--- src/rtl/defs.sv ---
// Shared types and sizing for the data-memory arbiter.
package defs;

  typedef logic [31:0] data_t;
  typedef logic [3:0]  enable_t;

  localparam int      DMEM_SIZE = 4096;
  localparam enable_t WEN_WORD  = 4'b1111;

  typedef enum logic [1:0] {
    IDLE   = 2'd0,
    ACCESS = 2'd1,
    RESP   = 2'd2
  } arb_state_t;

endpackage

--- src/rtl/dmem_arb_pick.sv ---
// Winner selection between core and debug requesters.
// prio_dbg=1 lets dbg win a conflict; it is tied low for fixed core priority.
module dmem_arb_pick (
  input  logic core_req,
  input  logic dbg_req,
  input  logic prio_dbg,
  input  logic enable,
  output logic core_gnt,
  output logic dbg_gnt
);

  always_comb begin
    core_gnt = 1'b0;
    dbg_gnt  = 1'b0;
    if (enable) begin
      if (core_req && (!dbg_req || !prio_dbg)) begin
        core_gnt = 1'b1;
      end else if (dbg_req) begin
        dbg_gnt = 1'b1;
      end
    end
  end

endmodule

--- src/rtl/dmem_arbiter.sv ---
// Two-port (core / debug) arbiter in front of a single-ported DMEM.
// Define DMEM_ARB_RR_EN for round-robin arbitration; default is fixed core priority.
import defs::*;

module dmem_arbiter #(
  parameter int MEM_SIZE = DMEM_SIZE
) (
  input  logic    clk,
  input  logic    rst_n,
  input  logic    core_req_i,
  input  logic    core_we_i,
  input  data_t   core_addr_i,
  input  data_t   core_wdata_i,
  output logic    core_gnt_o,
  output logic    core_rvalid_o,
  output logic    core_err_o,
  output data_t   core_rdata_o,
  input  logic    dbg_req_i,
  input  logic    dbg_we_i,
  input  data_t   dbg_addr_i,
  input  data_t   dbg_wdata_i,
  output logic    dbg_gnt_o,
  output logic    dbg_rvalid_o,
  output logic    dbg_err_o,
  output data_t   dbg_rdata_o,
  output logic    mem_ren_o,
  output enable_t mem_wen_o,
  output data_t   mem_addr_o,
  output data_t   mem_wdata_o,
  input  data_t   mem_rdata_i,
  output logic    core_stall_o
);

  arb_state_t state_q, state_d;
  logic  lat_dbg, lat_we;
  data_t lat_addr, lat_wdata;
  logic  prio_dbg, accept, in_range;
  data_t resp_data;

  dmem_arb_pick u_pick (
    .core_req (core_req_i),
    .dbg_req  (dbg_req_i),
    .prio_dbg (prio_dbg),
    .enable   (state_q == IDLE || state_q == RESP),
    .core_gnt (core_gnt_o),
    .dbg_gnt  (dbg_gnt_o)
  );

  assign accept       = core_gnt_o | dbg_gnt_o;
  assign in_range     = lat_addr < data_t'(MEM_SIZE);
  assign resp_data    = (!lat_we && in_range) ? mem_rdata_i : '0;
  assign core_stall_o = core_req_i & ~core_rvalid_o;

`ifdef DMEM_ARB_RR_EN
  // After serving core, the next conflict goes to dbg, and vice versa.
  logic prio_q;
  always_ff @(posedge clk) begin
    if (!rst_n) begin
      prio_q <= 1'b0;
    end else if (accept) begin
      prio_q <= core_gnt_o;
    end
  end
  assign prio_dbg = prio_q;
`else
  assign prio_dbg = 1'b0;
`endif

  always_ff @(posedge clk) begin
    if (!rst_n) begin
      state_q   <= IDLE;
      lat_dbg   <= 1'b0;
      lat_we    <= 1'b0;
      lat_addr  <= '0;
      lat_wdata <= '0;
    end else begin
      state_q <= state_d;
      if (accept) begin
        lat_dbg   <= dbg_gnt_o;
        lat_we    <= dbg_gnt_o ? dbg_we_i    : core_we_i;
        lat_addr  <= dbg_gnt_o ? dbg_addr_i  : core_addr_i;
        lat_wdata <= dbg_gnt_o ? dbg_wdata_i : core_wdata_i;
      end
    end
  end

  always_comb begin
    state_d       = state_q;
    mem_ren_o     = 1'b0;
    mem_wen_o     = '0;
    mem_addr_o    = '0;
    mem_wdata_o   = '0;
    core_rvalid_o = 1'b0;
    dbg_rvalid_o  = 1'b0;
    core_err_o    = 1'b0;
    dbg_err_o     = 1'b0;
    core_rdata_o  = '0;
    dbg_rdata_o   = '0;
    case (state_q)
      IDLE: begin
        if (accept) state_d = ACCESS;
      end
      ACCESS: begin
        mem_addr_o  = lat_addr;
        mem_wdata_o = lat_wdata;
        // Out-of-range accesses never touch the memory.
        if (in_range) begin
          mem_ren_o = !lat_we;
          mem_wen_o = lat_we ? WEN_WORD : '0;
        end
        state_d = RESP;
      end
      RESP: begin
        if (lat_dbg) begin
          dbg_rvalid_o = 1'b1;
          dbg_err_o    = !in_range;
          dbg_rdata_o  = resp_data;
        end else begin
          core_rvalid_o = 1'b1;
          core_err_o    = !in_range;
          core_rdata_o  = resp_data;
        end
        state_d = accept ? ACCESS : IDLE;
      end
      default: state_d = IDLE;
    endcase
  end

endmodule

--- config.mk ---
export PLATFORM = sky130hd
export DESIGN_NAME = dmem_arbiter
export DESIGN_NICKNAME = d
export VERILOG_FILES = /design/src/rtl/defs.sv /design/src/rtl/dmem_arb_pick.sv /design/src/rtl/dmem_arbiter.sv
export SDC_FILE = /design/constraint.sdc
export NUM_CORES = 1
export LEC_CHECK = 0
export BUFFER_PORTS_ARGS = -buffer_cell sky130_fd_sc_hd__buf_4
export CAP_MARGIN = 10
export CORE_AREA = 2 2 117 119
export DETAILED_ROUTE_END_ITERATION = 10
export DIE_AREA = 0 0 119 121
export PLACE_DENSITY = 0.7
export SLEW_MARGIN = 5
export SYNTH_ARGS = -nofsm -noshare
export SYNTH_HDL_FRONTEND = slang
export SYNTH_HIERARCHICAL = 1
export SYNTH_SLANG_ARGS = --single-unit
--- constraint.sdc ---
create_clock -name clk -period 3.7 [get_ports clk]
set_input_delay 0.185 -clock clk [delete_from_list [all_inputs] [get_ports clk]]
set_output_delay 0.185 -clock clk [all_outputs]
set_load 0.02 [all_outputs]
* Yosys cells after proc, flatten, opt, wreduce, memory -nomap -nowiden *
Cells that the tools add are included.

storage, ports and cells
  word-level logic and storage cells = 48
  register bits after elaboration = 68
  output and inout port bits = 140
  input bits = 166

operators by class
  equality and inequality tests = 3
  reductions and logical operators = 5
  bitwise logic cells = 3
  order comparisons = 1
  muxes and demuxes = 31

operator list
  kind                  count
  $mux 32               9
  $lt 32x13->1 const B  1
  $mux 1                17
  $mux 4                3
  $pmux 2 s3            1
  $eq 2x1->1 const B    1
  $eq 2x2->1 const B    1
  $logic_not 1->1       2
  $logic_not 2->1       1
  $mux 2                1
  $ne 2x2->1 const B    1
  $and 1x1->1           1
  $logic_and 1x1->1     1
  $logic_or 1x1->1      1
  $not 1->1             1
  $or 1x1->1            1

* Logic depth before layout (Yosys ltp) *
  word-level depth = 6
  mapped depth = 9
  gate-level depth less buffers = 6

* Hierarchy *
Netlist, hierarchy kept.

modules (own cells, without submodules)
  module         seq. area each (um^2)  cells an instance  area each (um^2)  instances
  dmem_arbiter   1361.3                 637                4688.2            1
  dmem_arb_pick  0.0                    5                  21.3              1

* Least setup slack after synthesis *
No wires, ideal clock.

  path type = register to output
  start point = register lat_addr[26]
  end point = output port mem_wen_o[1]
  path slack = 1660 ps
  required time = 3515 ps
  path buffers = 2
  cell stages (with the launch flop) = 6
  arrival = 1855 ps
  cells stage by stage = dfxtp_1 > nor4_1 > nand3_1 > buf_2 > nor3_1 > buf_4

between the ends
  longest elaborated chain between the ends = 3

RTL lines
  element                 line                 RTL
  start, declared         dmem_arbiter.sv:36   data_t lat_addr, lat_wdata;
  start signal, assigned  dmem_arbiter.sv:81   lat_addr <= dbg_gnt_o ? dbg_addr_i : core_addr_i;
  $lt 32x13->1            dmem_arbiter.sv:50   assign in_range = lat_addr < data_t'(MEM_SIZE);
  $mux 4                  dmem_arbiter.sv:107  if (in_range) begin
  $mux 4                  dmem_arbiter.sv:99   case (state_q)
  end, declared           dmem_arbiter.sv:27   output enable_t mem_wen_o,

No other way between the ends.

* Worst setup path in the final report *
  start point = register lat_addr[26]
  end point = output port dbg_rdata_o[2]

between the ends
  longest elaborated chain between the ends = 5

RTL lines
  element            line                 RTL
  $lt 32x13->1       dmem_arbiter.sv:50
  $logic_and 1x1->1  dmem_arbiter.sv:51   assign resp_data = (!lat_we && in_range) ? mem_rdata_i : '0;
  $mux 32            dmem_arbiter.sv:51
  $mux 32            dmem_arbiter.sv:114  if (lat_dbg) begin
  $mux 32            dmem_arbiter.sv:99
  end, declared      dmem_arbiter.sv:25   output data_t dbg_rdata_o,

No other way between the ends.

==> run metrics <==
outcome=finished, final reports clean; Die ar.=14400 um^2; Top delay family on crit path=simple AND/OR/NAND/NOR gates; Congestion Overflow GR=0; CTS Root Cell=clkbuf_16; Worst setup SP type=flip-flop; most frequent cells in the layout=buf_4 (314), nand2_1 (132), and2_1 (130); first drt pass iteration count=4; via count=5131; RR Endpoint=lat_addr[28]; core area=13100 um^2; Slowest-stage cell, CP=nand3_2; Worst EP arrival=2.59 ns; commonest non-fill, non-tap cell in the layout=buf_4; crit-path cells=nor4_1 > nand3_2 > buf_4 > nor3_1 > buf_4; Critical Path Fanout Max=35; port bufs=305; clock sinks=68; vias in the first global route=4871; ANT nets after route=0; f_max=0.361 GHz; clock-pin slew on the worst setup and hold paths=0.06 ns; Syn-to-layout area delta=55.9%; via/cell ratio=4.72; All-Layer GR Usage=0.205; buffers and inverters on the worst path=2; crit path time final=2.77 ns; critical path type=flip-flop to output port; Critical Path RT=3.51 ns; worst-margin pin slew=0.801 ns; RSZ-0062 raised after global routing=false; hold wc startpoint=dbg_wdata_i[24]; Yosys top cell by area=dfxtp_1; synthesized instance count=642; RePlAce Congestion=0.802; register bit total from synthesis=68; Fin. Hold Viols=0; final routed DRC violation total=0; most used cell, CP=buf_4; Row Count=42; TritonCTS clock tree=yes; Slew headroom=0.466; CP max stage delay=0.53 ns; Placed Area=7070 um^2; deepest clock path buffer count=2; post-route design area=7340 um^2; final worst-path cycle share=0.749; Pleak=3.30 nW; Mapped Avg Cell Area=7.34 um^2; IO Pins=306; nets=1072; post-cts hold buffer count=0; CTS buffer count=9; Min-Delay Path Depth=4; Max-Cap Viols=0; Post-CTS Setup Bufs=0; DRT iter0 DRCs=180; Final Skew=0.00948 ns; Worst R2R Path Depth=7; min-delay worst type=primary input to flip-flop; CTS resizes=0; Total Wirelength=15.3 mm; top cells by area, synth=dfxtp_1 (29%), and2_1 (17%), mux2i_1 (14%), nand2_1 (11%), o21ai_0 (6.9%); pwr/cell area=312 nW/um^2; Die Span X=119 um; Final Slew Violations=0; register area share after synthesis=0.289; R2R setup slack=1.82 ns; worst r2r src=state_q[0]; Final setup viols=0; setup TNS=0 ns; initial antenna violation count=1; Die Height=121 um; Synthesis Warnings=6; largest net degree at the start of global routing=134; worst hold endpoint=lat_wdata[24]; first-pass GRT wire length=24.0 mm; Initial Util=0.360; H-tree depth=3; clock latency at the later pin of the worst-skew pair=0.33 ns; average wire per standard cell=14.1 um; Worst setup EP type=output port; post-synthesis cell area=4710 um^2; top-area cell type share of the netlist area=0.289; Synth cell types=23; dpl hpwl=11.2 mm; Peak VDD IR=0.207 mV; diodes inserted=0; fraction of layout instances using a drive strength above 1=0.392
==> registers in the layout, indices dropped and copies added, names as in the netlist <==
name and count:
lat_dbg 1, state_q 2, lat_we 1, lat_addr 32, lat_wdata 32
==> stage by stage <==
stage | hold slack, ns | total power, mW | utilization | setup WS, ns | instances
finish | 0.155 | 2.29 | 0.561 | 0.929 | 1087
global route | 0.162 | 2.42 | 0.561 | 0.666 | 1087
CTS | 0.148 | 2.31 | 0.561 | 0.915 | 1087
detailed placement | 0.496 | 1.51 | 0.540 | 1.29 | 1071
global placement | 0.489 | 1.50 | 0.540 | 1.29 | 1071
floorplan | 0.401 | 1.26 | - | 1.66 | 643
==> worst min-delay path: stages <==
cell     delay (ns)
buf_4          0.07
nand2_1        0.04
o21ai_0        0.05
and2_1         0.11
==> cell type report <==
| type | instances | area [um^2] |
|---|---|---|
| clock buffers | 10 | 229 |
| clock inverters | 6 | 47.5 |
| multi-input cells | 510 | 3100 |
| inverters | 2 | 7.51 |
| flip-flops and latches | 68 | 1360 |
| fillers | 1264 | 5740 |
| well taps | 176 | 220 |
| repair buffers | 315 | 2380 |
==> how the worst max path moves through the flow <==
stage / slack [ns] / to / cells after the start / start
after floorplan: 1.66 / mem_wen_o[1] / 5 / lat_addr[26]
after global placement: 1.29 / dbg_rdata_o[2] / 5 / lat_addr[26]
after detailed placement: 1.29 / dbg_rdata_o[19] / 5 / lat_addr[26]
after CTS: 0.91 / dbg_rdata_o[19] / 5 / lat_addr[26]
after global routing: 0.67 / dbg_rdata_o[2] / 5 / lat_addr[26]
final: 0.93 / dbg_rdata_o[2] / 5 / lat_addr[26]
==> layer usage <==
layer	up-vias	share of wire	track usage
met1	2262	0.41	0.240
met3	22	0.095	0.0724
met2	216	0.48	0.353
met4	2	0.018	0.0618
met5	-	0.00085	0
li1	2629	-	-
==> cell families (layout without fill, tap and decap cells) <==
kind of cell,Yosys count,count (layout),share of synthesized area
AO/OA/AOI/OAI,71,71,0.0781
buffers and inverters,65,333,0.0630
flip-flops,68,68,0.289
multiplexers,65,65,0.138
other,1,2,0.000796
AND/OR/NAND/NOR,372,372,0.431
==> Yosys cell counts (all sizes together) <==
cell / count
nor4b: 1
nor3b: 1
a21oi: 2
mux2i: 65
and2: 130
buf: 21
nand3: 1
o211a: 1
conb: 1
nand2: 133
nor4: 5
clkbuf: 42
nor3: 65
nor2b: 35
dfxtp: 68
o21ai: 65
and3b: 1
inv: 2
o21a: 3
==> power by group <==
part           internal (mW)  switching [mW]  total, mW
Combinational          0.303           0.356      0.659
Clock                  0.459           0.337      0.796
Sequential             0.797          0.0363      0.833
Total                   1.56           0.729       2.29
Note: power is estimated with default switching activity, not from simulation.
